[config.mk]
export PLATFORM = sky130hd
export DESIGN_NAME = left_shift
export DESIGN_NICKNAME = d
export VERILOG_FILES = /design/src/rtl/left_shift_pkg.sv /design/src/rtl/left_shift_stage.sv /design/src/rtl/left_shift.sv
export SDC_FILE = /design/constraint.sdc
export NUM_CORES = 1
export LEC_CHECK = 0
export ABC_CLOCK_PERIOD_IN_PS = 2120
export BUFFER_PORTS_ARGS = -buffer_cell sky130_fd_sc_hd__buf_4
export CORE_MARGIN = 2
export CORE_UTILIZATION = 54
export DETAILED_ROUTE_END_ITERATION = 6
export GPL_TIMING_DRIVEN = 0
export HOLD_SLACK_MARGIN = 0.15
export PLACE_DENSITY = 0.81
export SYNTH_ARGS = -nofsm -noshare
export SYNTH_HDL_FRONTEND = slang
export SYNTH_SLANG_ARGS = --single-unit
[constraint.sdc]
create_clock -name clk -period 2.12 [get_ports clk]
set_input_delay 0.212 -clock clk [delete_from_list [all_inputs] [get_ports clk]]
set_output_delay 0.212 -clock clk [all_outputs]
set_load 0.05 [all_outputs]
[src/rtl/left_shift_pkg.sv]
// rtl/left_shift_pkg.sv - shared constants and helpers for the left_shift block
//
// Purpose : default data width, shift-amount width derivation and the
//           shift amount the datapath uses for branch/jump offsets.
// Ports   : none (package).
// Macro   : LEFT_SHIFT_OVERFLOW_EN (used by left_shift and left_shift_stage).
package left_shift_pkg;

  // Default datapath width in bits (power of two, >= 2).
  localparam int DEFAULT_WIDTH = 32;

  // Word offset -> byte offset for branch and jump targets.
  localparam int BRANCH_SHAMT = 2;

  // Number of shift-amount bits (and barrel stages) for a given width.
  function automatic int shamt_width(input int width);
    return $clog2(width);
  endfunction

endpackage

[src/rtl/left_shift_stage.sv]
// rtl/left_shift_stage.sv - one fixed-distance stage of the barrel shifter
//
// Purpose : conditionally shifts its operand left by DIST bits.
// Ports   : en       - apply the shift when 1, pass through when 0
//           data_in  - operand
//           data_out - en ? data_in << DIST : data_in
//           ovf_out  - (LEFT_SHIFT_OVERFLOW_EN only) OR of the bits this
//                      stage pushes past the MSB
// Macro   : LEFT_SHIFT_OVERFLOW_EN
module left_shift_stage
  import left_shift_pkg::*;
#(
  parameter int WIDTH = DEFAULT_WIDTH,
  parameter int DIST  = 1
) (
  input  logic             en,
  input  logic [WIDTH-1:0] data_in,
  output logic [WIDTH-1:0] data_out
`ifdef LEFT_SHIFT_OVERFLOW_EN
  ,
  output logic             ovf_out
`endif
);

  assign data_out = en ? (data_in << DIST) : data_in;

`ifdef LEFT_SHIFT_OVERFLOW_EN
  // The top DIST bits are exactly the ones discarded by this stage.
  assign ovf_out = en & (|data_in[WIDTH-1 -: DIST]);
`endif

endmodule

[src/rtl/left_shift.sv]
// rtl/left_shift.sv - registered logical left shifter with valid tracking
//
// Purpose : data_out = (data_in << shamt) truncated to WIDTH, one cycle of
//           latency, one operand accepted per cycle, no backpressure.
// Ports   : clk       - rising-edge clock
//           rst_n     - synchronous active-low reset
//           in_valid  - data_in/shamt valid this cycle
//           data_in   - operand
//           shamt     - unsigned shift amount 0..WIDTH-1
//           out_valid - data_out holds a fresh result
//           data_out  - registered result (holds when no operand arrives)
//           overflow  - (LEFT_SHIFT_OVERFLOW_EN only) a 1 bit was shifted
//                       out past the MSB
// Macro   : LEFT_SHIFT_OVERFLOW_EN
module left_shift
  import left_shift_pkg::*;
#(
  parameter int WIDTH   = DEFAULT_WIDTH,
  parameter int SHAMT_W = shamt_width(WIDTH)
) (
  input  logic               clk,
  input  logic               rst_n,
  input  logic               in_valid,
  input  logic [WIDTH-1:0]   data_in,
  input  logic [SHAMT_W-1:0] shamt,
  output logic               out_valid,
  output logic [WIDTH-1:0]   data_out
`ifdef LEFT_SHIFT_OVERFLOW_EN
  ,
  output logic               overflow
`endif
);

  // Stage k consumes stage_data[k] and produces stage_data[k+1].
  logic [SHAMT_W:0][WIDTH-1:0] stage_data;
  logic [WIDTH-1:0]            shifted;

  assign stage_data[0] = data_in;
  assign shifted       = stage_data[SHAMT_W];

`ifdef LEFT_SHIFT_OVERFLOW_EN
  logic [SHAMT_W-1:0] stage_ovf;
  logic               shifted_ovf;

  // Bits lost in any stage are bits of data_in above WIDTH-1-shamt, so the
  // OR of all per-stage terms is the overall overflow.
  assign shifted_ovf = |stage_ovf;
`endif

  for (genvar k = 0; k < SHAMT_W; k++) begin : g_stage
    left_shift_stage #(
      .WIDTH(WIDTH),
      .DIST (1 << k)
    ) u_stage (
      .en      (shamt[k]),
      .data_in (stage_data[k]),
      .data_out(stage_data[k+1])
`ifdef LEFT_SHIFT_OVERFLOW_EN
      ,
      .ovf_out (stage_ovf[k])
`endif
    );
  end

  logic             valid_q, valid_d;
  logic [WIDTH-1:0] data_q, data_d;
`ifdef LEFT_SHIFT_OVERFLOW_EN
  logic             ovf_q, ovf_d;
`endif

  // Result registers only load on a valid operand so idle cycles do not
  // toggle the output bus.
  always_comb begin
    valid_d = in_valid;
    data_d  = data_q;
`ifdef LEFT_SHIFT_OVERFLOW_EN
    ovf_d   = ovf_q;
`endif
    if (in_valid) begin
      data_d = shifted;
`ifdef LEFT_SHIFT_OVERFLOW_EN
      ovf_d  = shifted_ovf;
`endif
    end
  end

  always_ff @(posedge clk) begin
    if (!rst_n) begin
      valid_q <= 1'b0;
      data_q  <= '0;
`ifdef LEFT_SHIFT_OVERFLOW_EN
      ovf_q   <= 1'b0;
`endif
    end else begin
      valid_q <= valid_d;
      data_q  <= data_d;
`ifdef LEFT_SHIFT_OVERFLOW_EN
      ovf_q   <= ovf_d;
`endif
    end
  end

  assign out_valid = valid_q;
  assign data_out  = data_q;
`ifdef LEFT_SHIFT_OVERFLOW_EN
  assign overflow  = ovf_q;
`endif

endmodule

Word level (Yosys, flattened, before mapping)
Index checks and enable logic that the tools add are counted.
{"block": "word_totals", "out_inout_bits": 33, "regBits": 33, "input_bits": 40, "elab_cells": 7}
{"block": "op_classes", "muxes": 5}
{"operator": "two-way mux 32 bit", "n": 5}

Logic depth before layout (Yosys ltp)
Gate-level depths: netlist (run 1).
{"block": "logic_depth", "ltp_word": 5, "mapped_depth": 9, "ltp_nobuf": 5}

Cells and area by module
A second synthesis (run 1) with hierarchy kept.
{"block": "unflattened", "cells_unflattened": 283, "hier_area_um2": 3489.6}
{"module": "left_shift", "area_per_inst_um2": 1270.0, "instances": 1, "seq_area_each_um2": 660.6, "cells_per_inst": 105}
{"module": "left_shift_stage at g_stage[0].u_stage", "area_per_inst_um2": 535.5, "instances": 1, "seq_area_each_um2": 0.0, "cells_per_inst": 36}
{"module": "left_shift_stage at g_stage[1].u_stage", "area_per_inst_um2": 521.8, "instances": 1, "seq_area_each_um2": 0.0, "cells_per_inst": 36}
{"module": "left_shift_stage at g_stage[2].u_stage", "area_per_inst_um2": 500.5, "instances": 1, "seq_area_each_um2": 0.0, "cells_per_inst": 36}
{"module": "left_shift_stage at g_stage[3].u_stage", "area_per_inst_um2": 354.1, "instances": 1, "seq_area_each_um2": 0.0, "cells_per_inst": 35}
{"module": "left_shift_stage at g_stage[4].u_stage", "area_per_inst_um2": 307.8, "instances": 1, "seq_area_each_um2": 0.0, "cells_per_inst": 35}

Least setup slack after synthesis (run 1)
OpenSTA, ideal clock, no wires.
{"block": "synth_timing", "path_kind": "input to register", "start": "input port shamt[0]", "end": "register data_q[27] (netlist: data_out[27])", "cell_stages": 5, "slack_ns": 0.364, "t_required_ns": 2.006, "setup_ns": 0.114, "arrival_ns": 1.642, "path_cell_list": "buf_6 > buf_6 > mux4_2 > mux4_2 > a21o_1"}
{"block": "synth_between", "elab_chain_cells": 5}
{"element": "from (decl)", "line_no": "left_shift.sv:25", "text": "input logic [SHAMT_W-1:0] shamt,"}
{"element": "two-way mux 32 bit (5 in a row)", "line_no": "left_shift_stage.sv:25", "text": "assign data_out = en ? (data_in << DIST) : data_in;"}
{"element": "to (signal assigned)", "line_no": "left_shift.sv:96", "text": "data_q <= data_d;"}
{"element": "to (decl)", "line_no": "left_shift.sv:66", "text": "logic [WIDTH-1:0] data_q, data_d;"}
No other way between the ends.
A chain may end at the register's enable or synchronous reset.

Worst setup path after layout (run 1)
{"block": "layout_timing", "start": "input port shamt[2]", "end": "register data_q[20] (netlist: data_out[20])"}
{"block": "layout_between", "elab_chain_cells": 3}
{"element": "two-way mux 32 bit (3 in a row)", "line_no": "left_shift_stage.sv:25"}
No other way between the ends.

==> results.md, run 1 <==
- The run finished with clean final reports.
- The final cycle utilization of the critical path is roughly 89%.
- For the final database, setup skew stands at 0 ns.
- The area enclosed by the die boundary is between 0.005 and 0.006 sq mm.
- After synthesis, the netlist uses 46 different library cells.
- In this run, synthesis inferred 0 flip-flops with an integrated enable.
- The number of failing setup endpoints in the final timing report is 0.
- The detail route stage leaves a number of antenna-violating nets equal to 0.
- Routability-driven placement finished with a final weighted congestion of 0.955.
- In this run the static leakage power is 1.46 nW.
- The detailed router placed 2,835 vias in this run.
- The largest net degree at the start of global routing is 11.
- The type of the tightest min-delay check is input port to flip-flop.
- The transition time of the tightest slew-check pin is 0.720 ns.
- The async set-reset flop share out of synthesis is 0%.
- The final-report hold violation count is 0.
- Across the run, the number of max-cap violations was 0.
- The fraction of the yosys area taken by sequential cells is 23.2%.
- The number of nets in the synthesized netlist is approximately 330.
- The number of buffers on the longest clock path is 2.
- The repair_antennas step left the layout with diodes totalling 0.
- The average cell area after synthesis is ~9.9 sq um.
- At the worst endpoint, the arrival time is roughly 2.1 ns.
- For the final routed database, the setup TNS stands at 0 ns.
- The starting density of the core is between 50% and 60%.
- The flip-flop and latch count after synthesis is 33.
- The length of routed met2 wiring is approximately 4000 microns.
- In this run the tightest slew margin relative to its limit is 51.6%.
- The die width is approximately 77 microns.
- The floorplan has 26 rows.
- At the later pin of the worst-skew pair, clock insertion delay measures between 0.2 and 0.3 ns.
- The met3 routed wirelength is 770 microns.
- For this design the ratio of total power to cell area is 534 mW/mm^2.
- The half-perimeter wire length after placement is 6820 microns.
- The count of buffers added on input and output ports is 69.
- The count of nets after finishing is roughly 400.
- The initial antenna violation count is 0.
- The area of the core region is 0.00511 sq mm.
- The finished cells cover 0.00353 sq mm.
- The number of cells traversed by the worst register-to-register path is 2.
- After detailed routing, no signal wire sits above met4.
- The CTS H-tree depth is 2.
- The number of instances resized during post-cts repair is 0.
- The commonest register cell after synthesis is dfxtp_1.
- STA classifies the critical path startpoint as an input port.
- The number of warnings printed during yosys synthesis is 0.
- After detailed routing, the average wire length per cell comes to between 15 and 20 microns.
- In this run the worst path has a maximum fanout of 10.
- Ranked by instance count, the synthesized netlist is headed by 34 x nand2_1, 33 x dfxtp_1, 26 x mux4_2, 23 x mux2i_1, 21 x nor2_1.
- Across all setup checks in the final design, the least slack found is ~0.23 ns.
- The critical path class is input port to flip-flop.
- Timing analysis after detailed placement gives a worst setup slack of 0.0149 ns.
- The share of final-layout standard cells stronger than drive strength 1 is 34.7%.
- The via-per-instance ratio is ~6.5.
- The final global-route overflow total is 0.
- In this run the cell area measured after placement is 0.00345 sq mm.
- Global routing consumed, over all layers together, 29.6% of the routing resources.
- Counting instances, the worst hold path has a depth of 2.
- For this block, the initial DRC count from the detailed router was 271.
- The first global-routing pass estimated 13,700 microns of wire.
- The largest area contributor in the netlist is dfxtp_1.
- The TritonCTS buffer count is 5.
- For this run, design rule violations remaining after detail routing come to 0.
- The synthesized cell area is 0.00284 sq mm.
- Setup repair after global routing left no endpoint under its margin.
- The number of global-route vias before repair is 2,580.
- The y dimension of the die is 76.6 microns.
- The growth of design area from synthesis to finish is 24.2%.
- The number of cells produced by synthesis is 286.
- The detailed-router iteration count before antenna repair is 5.
- The root buffer cell chosen for the clock tree is clkbuf_8.
- The most instantiated library cell after synthesis is nand2_1.
- Data on the critical path is required at its endpoint by about 2.3 ns.
- The final routed wirelength across all metal layers is 8450 microns.
- The final number of max-transition violations is 0.
- The final period demand of the worst path is between 1.5 and 2 ns.
- Pin placement for this block handled 73 I/O pins.
- The area share of the largest cell type after synthesis is a little under a quarter.
- CTS saw 33 sinks.
- In this run, post-CTS hold repair placed 0 buffers.
- For this block, wires on met1 add up to 3370 microns.
- The total setup buffers inserted after CTS is 0.
- Yosys attributes the largest share of cell area to dfxtp_1 23%, mux4_2 21%, mux2i_1 8.1%, mux4_1 7.4%, nand2_1 4.5%.
- The maximum VDD drop is slightly below 300 uV.
- After clock tree synthesis, the clock-pin slew on the worst setup and hold paths is 0.07 ns.
- Timing would allow up to 530 MHz.
- TritonCTS built the clock tree.
- STA classifies the critical path endpoint as a flip-flop.
cell usage in the layout, fill, tap and decap left out, types with 5 or more instances in the layout:
| master | instances |
|---|---|
| a2bb2oi_1 | 5 |
| o21ai_0 | 16 |
| buf_4 | 71 |
| nand2_1 | 34 |
| o22ai_1 | 8 |
| a21oi_1 | 18 |
| buf_2 | 6 |
| clkbuf_1 | 12 |
| o211ai_1 | 5 |
| a22o_1 | 8 |
| nor3_1 | 6 |
| nand3_1 | 5 |
| dfxtp_1 | 33 |
| mux4_1 | 8 |
| clkbuf_8 | 5 |
| mux4_2 | 26 |
| mux2_2 | 11 |
| mux2i_1 | 23 |
| nor2_1 | 21 |
power breakdown:
part,total [W],internal [W],switching (W)
logic,0.000767,0.000327,0.000440
registers,0.000672,0.000654,0.0000183
clock network,0.000447,0.000227,0.000220
total,0.00189,0.00121,0.000678
path summary, 6_finish.rpt:
path,to,startpoint,slack (ns)
setup / recovery,data_out[20]$_SDFFE_PN0P_,shamt[2],0.23
hold / removal,data_out[30]$_SDFFE_PN0P_,rst_n,0.20
setup reg to reg,data_out[27]$_SDFFE_PN0P_,data_out[27]$_SDFFE_PN0P_,1.24
hold reg to reg,data_out[5]$_SDFFE_PN0P_,data_out[5]$_SDFFE_PN0P_,0.46
registers in the layout (all words and copies together) (netlist names):
register	cells
data_out	32
out_valid	1
logic make-up after synthesis:
family | Yosys count | share of synthesized area (%)
compound gates | 79 | 18.5
buf+inv | 30 | 6.25
flops | 33 | 23.2
mux | 68 | 40.4
simple gates | 76 | 11.6
cell type report:
type	count	area (sq um)
multi-input combinational	223	2000
fill	415	1580
sequential	33	661
timing repair buffer	69	518
buffer	26	163
tap	70	87.6
clock buffer	6	72.6
inverter	4	15.0
clock inverter	2	10.0
worst max-delay path, stage by stage:
cell	delay [ns]
clkbuf_1	0.27
clkinv_1	0.31
clkbuf_1	0.33
clkbuf_1	0.31
o21ai_0	0.37
a21oi_1	0.14
o22ai_1	0.15
through the flow:
stage	power, W	hold WS, ns	utilization, %	instances
after floorplan	0.00119	0.329	-	286
after global placement	0.00143	0.437	67.5	425
after detailed placement	0.00144	0.450	67.5	425
after CTS	0.00188	0.192	69.1	433
after global routing	0.00197	0.203	69.1	433
final	0.00189	0.199	69.1	433
metal layers:
metal,vias up,track usage [%]
met4,0,11.8
met5,-,0
li1,1282,-
met1,1335,40.4
met3,24,3.79
met2,194,48.0
Note: power is estimated with default switching activity, not from simulation.
==> run 2: changes to the inputs <==
ABC_CLOCK_PERIOD_IN_PS = 1700   (was 2120)
CORE_UTILIZATION = 51   (was 54)
MAX_ROUTING_LAYER = met4   (was not set)
PLACE_DENSITY = 0.78   (was 0.81)
SYNTH_HIERARCHICAL = 1   (was not set)
clock period = 1.7 ns   (was 2.12 ns; I/O delays follow)
==> results.md, run 2 <==
- The run finished, with violations left.
- The final reports fail on setup timing.
- The number of remaining DRC errors is 0.
- The worst relative slew slack is 71.7%.
- Registers are responsible for 27.3% of the overall power.
- The internal power component is 0.00221 W.
- In this run the horizontal extent of the chip is 86.7 microns.
- The delay of the slowest cell on the worst path is 0.30 ns.
- Setup violations remaining at the end of the flow were counted as 24.
- The routed layout has ~2,300 vias.
- The maximum VDD drop is 386 uV.
- Counting flops and latches in the post-synthesis netlist gives 33.
- The power per cell area is 679 mW/mm^2.
- The number of buffer and inverter stages on the critical path is 2.
- The y dimension of the die is 86.7 microns.
- In this run the power spent charging and discharging nets is 0.000875 W.
- The number of cells produced by synthesis is approximately 280.
- Leaving out fill and tap cells, the most frequent cells in the layout are 113 x mux2_4, 70 x buf_4, 55 x nor2b_1.
- The synthesized cell area is 0.00349 sq mm.
- The I/O pin total is 73.
- At the end of the flow, the number of nets in the layout was 407.
- The most common cell type on the critical path is mux2_4.
- In this run switching power makes up ~28% of total power.
- The routed design could run at a clock period as short as 1.94 ns.
- In this run, placement finished with an instance count of around 430.
- The final global-route overflow total is 0.
- The async set-reset flop share out of synthesis is 0%.
- The starting density of the core is 51.9%.
- The number of enable flip-flop cells after synthesis is 0.
- The sort of element at the start of the critical path is an input port.
- In the synthesized netlist the dominant register cell turns out to be dfxtp_1.
- The biggest fanout along the worst timing path is 6.
- The path with the worst hold slack has its endpoint at data_out[0]$_SDFFE_PN0P_.
- The area enclosed by the die boundary is 0.00752 sq mm.
- Per report_power, the clock group accounts for 27.8% of the total.
- The number of global-route vias before repair was 2,298.
- The clock-pin slew on the worst setup and hold paths is 0.07 ns.
- Derived from the worst setup path, the maximum achievable clock frequency is 516 MHz.
- The routability congestion estimate from global placement is between 0.9 and 1.
- The total nets after synthesis is 323.
- The CTS H-tree depth is 2.
- The average cell area after synthesis is 12.3 sq um.
- Traced cell by cell, the critical path runs through buf_12 -> buf_12 -> mux2_4 -> mux2_4 -> mux2_4 -> mux2_4 -> mux2_4 -> mux2i_2 -> nor2b_1.
- The first global-routing pass estimated 11,200 microns of wire.
- The count of cells along the worst hold path is 3.
- The most instantiated library cell after synthesis is mux2_4.
- The repair_antennas step left the layout with diodes totalling 0.
- After layout, the design draws a total of 0.00309 W.
- By area the synthesized netlist is led by mux2_4 36%, dfxtp_1 19%, mux2_2 15%, nor2b_1 11%, mux2i_1 9.2%.
- The launch point of the worst hold path is in_valid.
- The most frequent standard cell in the layout excluding fill and tap cells is mux2_4.
- STA puts the critical path data arrival time at approximately 2.1 ns.
- Sorting the synthesized cells by how often they occur yields 83 x mux2_4, 63 x nor2b_1, 46 x mux2_2, 33 x dfxtp_1, 32 x mux2i_1.
- The biggest area contributor in the post-synthesis netlist is mux2_4.
- The TritonCTS clock tree is done.
- In this design, the largest share of critical-path delay is due to multiplexers.
- The synthesized design devotes to its leading area cell type between 30% and 40% of total area.
- The count of fill cells added during filler insertion is 508.
- Of the total power, combinational logic draws 44.9%.
- The tree is rooted in a clkbuf_8.
- The final number of max-transition violations came to 0.
- Dividing the detail-routed via count by the number of cells gives 5.03.
- Buffers inserted during clock tree synthesis total 5.
- After floorplanning, the core was divided into 30 placement rows.
- The sort of element at the end of the critical path is a flip-flop.
- The area of all placed cells without fillers is 0.00455 sq mm.
- The tool flagged a number of max-cap violations equal to 0.
- The number of distinct library cell variants in the gate-level netlist after synthesis is 11.
- For the pin with the worst max-slew slack, the measured transition is 0.425 ns.
- The clock drives 33 sinks.
- The worst slack at placement is -0.524 ns.
- The worst hold path belongs to the class input port to flip-flop.
- In this run the deepest clock path goes through 2 buffers.
- Leaving out filler cells and counting taps, the final layout contains 448.
- The worst path required time is 1.86 ns.
- In this run, the number of DRC markers left after iteration 0 of detailed routing was 61.
- Of the cells placed in the final design, the portion with a size suffix greater than 1 is 66.6%.
- The terminus of the critical flop-to-flop path is data_out[18]$_SDFFE_PN0P_.
- In the finished design, the share of the clock period the worst path needs comes to 114%.
- The detailed-router iteration count before antenna repair is 4.
- Once detail routing completed, the nets flagged for antenna violations numbered 0.
- On the critical path, the stage with the largest delay is an instance of mux2_4.
- The half-perimeter wire length after placement is 5720 microns.
- The leakage power summed over all cells is 2.24 nW.
- Yosys printed 6 warnings.
- The flip-flop count of the largest register after layout is 32.
- The total global-route track usage is 19.3%.
- The final worst slack is -0.239 ns.
- The final layout contains routed wiring with a total length of 7080 microns.
- The fraction of the yosys area taken by sequential cells is 18.9%.
- The initial antenna violation count is 0.
- After detailed placement, the total cell area comes to ~0.004 sq mm.
- The growth of design area from synthesis to finish is 30.3%.
- The launching point of the worst reg2reg path is data_out[18]$_SDFFE_PN0P_.
- The largest net degree at the start of global routing is 12.
- The critical path runs through a total of 9 cells.
- The final-report hold violation count is 0.
- For the worst flop-to-flop path, the logic depth is 2.
- Across all register-to-register paths, the minimum setup slack is 1.01 ns.
- The critical path class is input port to flip-flop.
- Setup repair after global routing could not meet its margin everywhere.
- After detailed routing, the average wire length per cell comes to between 15 and 20 microns.
- The count of input and output buffers is 68.
- For the worst-skew pair, the clock arrives at the later sink with an insertion delay of roughly 0.27 ns.
- The total area inside the core boundary comes to 0.00672 sq mm.
- The final worst clock skew is 0 ns.
## run 2: layout make-up
type | instances | area (sq um) | share of cell area (%)
clock inverter | 3 | 65.1 | 1.43
tap | 80 | 100 | 2.20
multi-input combinational | 225 | 2670 | 58.6
timing repair buffer | 77 | 636 | 14.0
sequential | 33 | 661 | 14.5
buffer | 25 | 353 | 7.76
clock buffer | 5 | 68.8 | 1.51
## run 2: cells by family (layout without fill, tap and decap cells)
logic type,count (synthesis),count (layout),synth area share (%)
multiplexers,161,161,59.7
AND/OR/NAND/NOR,64,64,11.5
flip-flops,33,33,18.9
buffers and inverters,25,110,9.86
## run 2: power groups by stage
stage / Combinational [W] / Clock, W / Sequential [W]
2_1_floorplan: 0.000798 / 0 / 0.00102
6_report: 0.00139 / 0.000857 / 0.000844
3_5_place_dp: 0.00124 / 0 / 0.000861
5_1_grt: 0.00146 / 0.000902 / 0.000849
4_1_cts: 0.00136 / 0.000877 / 0.000844
3_3_place_gp: 0.00122 / 0 / 0.000859
## run 2: what timing repair did
action,CTS,global route
gates resized for setup,42,9
buffers inserted,4,2
gates cloned,2,0
endpoints found under the setup margin,24,24
endpoints found under the hold margin,2,0
hold buffers,1,0
## run 2: metrics by stage
stage	util, %	hold WS (ns)	TNS (ns)
2_1_floorplan	-	0.298	-7.58
3_3_place_gp	61.3	0.431	-10.01
3_5_place_dp	61.3	0.437	-10.60
4_1_cts	67.0	0.226	-2.89
5_1_grt	67.7	0.239	-4.43
6_report	67.7	0.228	-3.32
## run 2: worst register-to-register path, delay by kind of cell, from the launching register on
| kind | cells | cell delay, ns |
|---|---|---|
| and+or+nand+nor | 1 | 0.08 |
| DFF | 1 | 0.33 |
| muxes | 1 | 0.18 |
## run 2: worst max-delay path by stage
stage                   from                   endpoint  slack [ns]
detailed placement  shamt[0]  data_out[30]$_SDFFE_PN0P_       -0.52
CTS                 shamt[0]  data_out[18]$_SDFFE_PN0P_       -0.22
finish              shamt[0]  data_out[18]$_SDFFE_PN0P_       -0.24
global route        shamt[0]  data_out[18]$_SDFFE_PN0P_       -0.27
global placement    shamt[0]  data_out[26]$_SDFFE_PN0P_       -0.48
floorplan           shamt[0]  data_out[28]$_SDFFE_PN0P_       -0.35
## run 2: per-layer routing
metal | vias up | GRT usage [%] | wire length [microns]
met5 | - | - | 0
met4 | 0 | 3.84 | 49
met3 | 4 | 2.57 | 235
met2 | 53 | 35.6 | 3760
met1 | 1039 | 22.3 | 3030
li1 | 1158 | - | -
==> run 3: changes to the inputs <==
REMOVE_ABC_BUFFERS = 1   (was not set)
==> results.md, run 3 (same netlist as run 2, synthesis figures left out) <==
- The flow ran to the end, but the final reports show violations.
- During placement, the flow inserted port buffers numbering 72.
- The share of total power dissipated in combinational logic is 45.9%.
- The final critical path takes up 101% of the cycle.
- The startpoint identified for the worst hold timing path is rst_n.
- The startpoint identified for the worst register-to-register timing path is data_out[31]$_SDFFE_PN0P_.
- The worst slack at placement is -0.704 ns.
- The most frequent standard cell in the layout excluding fill and tap cells is mux2_4.
- The power per cell area is 646 mW/mm^2.
- The worst setup path is captured at a flip-flop.
- After routing the design area is 0.00403 sq mm.
- The final-report hold violation count is 0.
- The delay of the slowest cell on the worst path is 0.31 ns.
- The setup slack of the worst register-to-register path is 1.09 ns.
- The number of clock sinks seen by CTS is 33.
- The internal power component is 0.00179 W.
- The worst path required time is roughly 1.9 ns.
- The die width is roughly 87 microns.
- In the final routed layout, each cell accounts on average for 16.6 microns.
- The leakage power summed over all cells is between 1.5 and 2 nW.
- The number of global-route vias before repair is 2,246.
- After detailed routing, the number of remaining DRC violations is 0.
- The final reports fail on setup timing.
- The tree is rooted in a clkbuf_8.
- The overall via count from detail_route is 2,244.
- The CTS H-tree depth is 2.
- The worst relative slew slack is 63.6%.
- The largest net degree at the start of global routing is 34.
- By startpoint and endpoint, the worst setup path is classified as input port to flip-flop.
- The power share of the sequential group is 32.3%.
- The half-perimeter wire length after placement is 4780 microns.
- The worst path in the final design needs a cycle of 1.72 ns, including I/O delays and setup.
- TritonCTS created 5 clock buffers.
- The switching fraction of total power is 31.5%.
- Setup repair after global routing could not meet its margin everywhere.
- Derived from the worst setup path, the maximum achievable clock frequency is 581 MHz.
- The repair_antennas step left the layout with diodes totalling 0.
- The switching power summed over all nets is 0.000820 W.
- The floorplan step set the die height to 86.7 microns.
- The first global-routing pass estimated roughly 11,000 microns of wire.
- The total placed instance area is ~0.0038 sq mm.
- The terminus of the critical flop-to-flop path is data_out[31]$_SDFFE_PN0P_.
- The I/O pin total is 73.
- The clock arrives with 0 ns of skew.
- Setup violations remaining at the end of the flow were counted as 9.
- The clock network latency to the later pin of the worst-skew pair is 0.28 ns.
- The final global-route overflow total is 0.
- Across all setup checks in the final design, the least slack found is -0.0213 ns.
- TritonCTS built the clock tree.
- Summing all multi-input logic gate instances after layout gives 0.00254 sq mm.
- The initial antenna violation count is 0.
- The number of buffers on the longest clock path is 2.
- The cell with the largest stage delay on the worst path is mux2_4.
- The floorplan step defined a core boundary enclosing 0.00672 sq mm.
- Dividing the detail-routed via count by the number of cells gives approximately 5.3.
- Before antenna repair, the detailed router went through 4 iterations.
- In this design, the critical path's most frequently occurring cell is mux2_4.
- The number of hold buffers added after CTS was 0.
- The die covers 0.00752 sq mm.
- After filler insertion, the fill cell instance count of the layout stands at 559.
- The final number of max-transition violations came to 0.
- The worst setup path is launched from an input port.
- Final hold analysis gives a worst-case slack of 0.291 ns.
- The library cells used most frequently in the layout, excluding fill and tap cells, are 98 x mux2_4, 70 x buf_4, 63 x nor2b_1.
- The initial utilization of the core area, before any placement, comes to around half.
- The accumulated negative setup slack is -0.0831 ns.
- For the worst flop-to-flop path, the logic depth is 2.
- The reported max-cap violation count is 0.
- The path class of the tightest hold or removal check is input port to flip-flop.
- At the end of the flow, the number of nets in the layout was 380.
- Once the clock tree was built, the setup fixing pass inserted 0 buffers.
- The arrival time at the worst endpoint is 1.90 ns.
- For this run, the total global-route usage over all layers was measured as 18.9%.
- The sequential cell area is ~660 sq um.
- The final routed wirelength across all metal layers is 6990 microns.
- The count of cells along the worst hold path is 2.
- The count of nets left with antenna violations once routing finished came out at 0.
- The path with the worst hold slack has its endpoint at data_out[18]$_SDFFE_PN0P_.
- At the end of routability-driven placement, the weighted congestion stood at 0.869.
- The starting DRC count in detailed routing is 83.
- The growth of design area from synthesis to finish is 15.6%.
- Of all nets on the critical path, the largest fanout is 8.
- Per report_power, the clock group accounts for a little over a fifth of the total.
- The flip-flop count of the largest register after layout is 32.
- The signal on the critical path passes through buf_16 -> mux2_4 -> mux2_4 -> mux2_4 -> mux2_4 -> mux2_4 -> mux2i_1 -> nor2b_1.
- The share of final-layout standard cells stronger than drive strength 1 is slightly above 60%.
- The worst-case IR drop observed on VDD is ~260 uV.
- Row generation in the floorplan step produced 30 rows.
- Clock-pin slew was measured on the worst setup and hold paths at 0.07 ns.
- The core utilization of the finished layout is 60.0%.
- The transition time of the tightest slew-check pin is 0.546 ns.
==> run 3: changes by cell type in the layout (fill, tap and decap cells not counted), sizes merged <==
cell	previous run	this run
clkinv	1	0
bufinv	2	0
dlygate4sd3	1	0
buf	98	75
==> run 3: worst max-delay path by stage <==
stage,from,to,slack [ns],cells past startpoint
floorplan,shamt[0],data_out[28]$_SDFFE_PN0P_,-0.08,7
global placement,shamt[0],data_out[29]$_SDFFE_PN0P_,-0.66,8
detailed placement,shamt[0],data_out[31]$_SDFFE_PN0P_,-0.70,8
CTS,shamt[0],data_out[31]$_SDFFE_PN0P_,-0.01,8
global route,shamt[0],data_out[29]$_SDFFE_PN0P_,-0.1,8
finish,shamt[0],data_out[31]$_SDFFE_PN0P_,-0.02,8
==> run 3: through the flow <==
stage,std cells,total power (W)
finish,421,0.00261
floorplan,258,0.00165
global placement,410,0.00196
global route,421,0.00274
detailed placement,410,0.00198
CTS,421,0.00260
==> run 3: layer usage <==
| metal | global-route usage (%) | vias to the layer above | wire (microns) |
|---|---|---|---|
| li1 | - | 1105 | - |
| met1 | 24.6 | 1066 | 3380 |
| met2 | 29.7 | 64 | 3150 |
| met3 | 3.43 | 9 | 363 |
| met4 | 5.82 | 0 | 96 |
| met5 | - | - | 0 |
==> run 3: power by group through the flow <==
stage                     Combinational [W]  Clock (W)  Sequential (W)
after floorplan                    0.000629          0         0.00102
after global placement              0.00110          0        0.000859
after detailed placement            0.00112          0        0.000860
after CTS                           0.00117   0.000586        0.000843
after global routing                0.00127   0.000620        0.000847
final                               0.00120   0.000566        0.000843
==> run 3: final cells by class <==
type / count / share of cell area (%)
multi-input combinational: 225 / 63.0
sequential: 33 / 16.4
timing repair buffer: 75 / 16.1
tap: 80 / 2.48
clock buffer: 8 / 1.99
==> run 3: repair_timing <==
action | CTS | global route
cloned | 3 | 0
gates resized for setup | 18 | 6
setup endpoints to repair | 29 | 16
==> run 3: worst max-delay path, delay by kind of cell <==
| kind | cells | cell delay, ns |
|---|---|---|
| buf+inv | 1 | 0.13 |
| mux | 6 | 1.54 |
| simple gates | 1 | 0.06 |
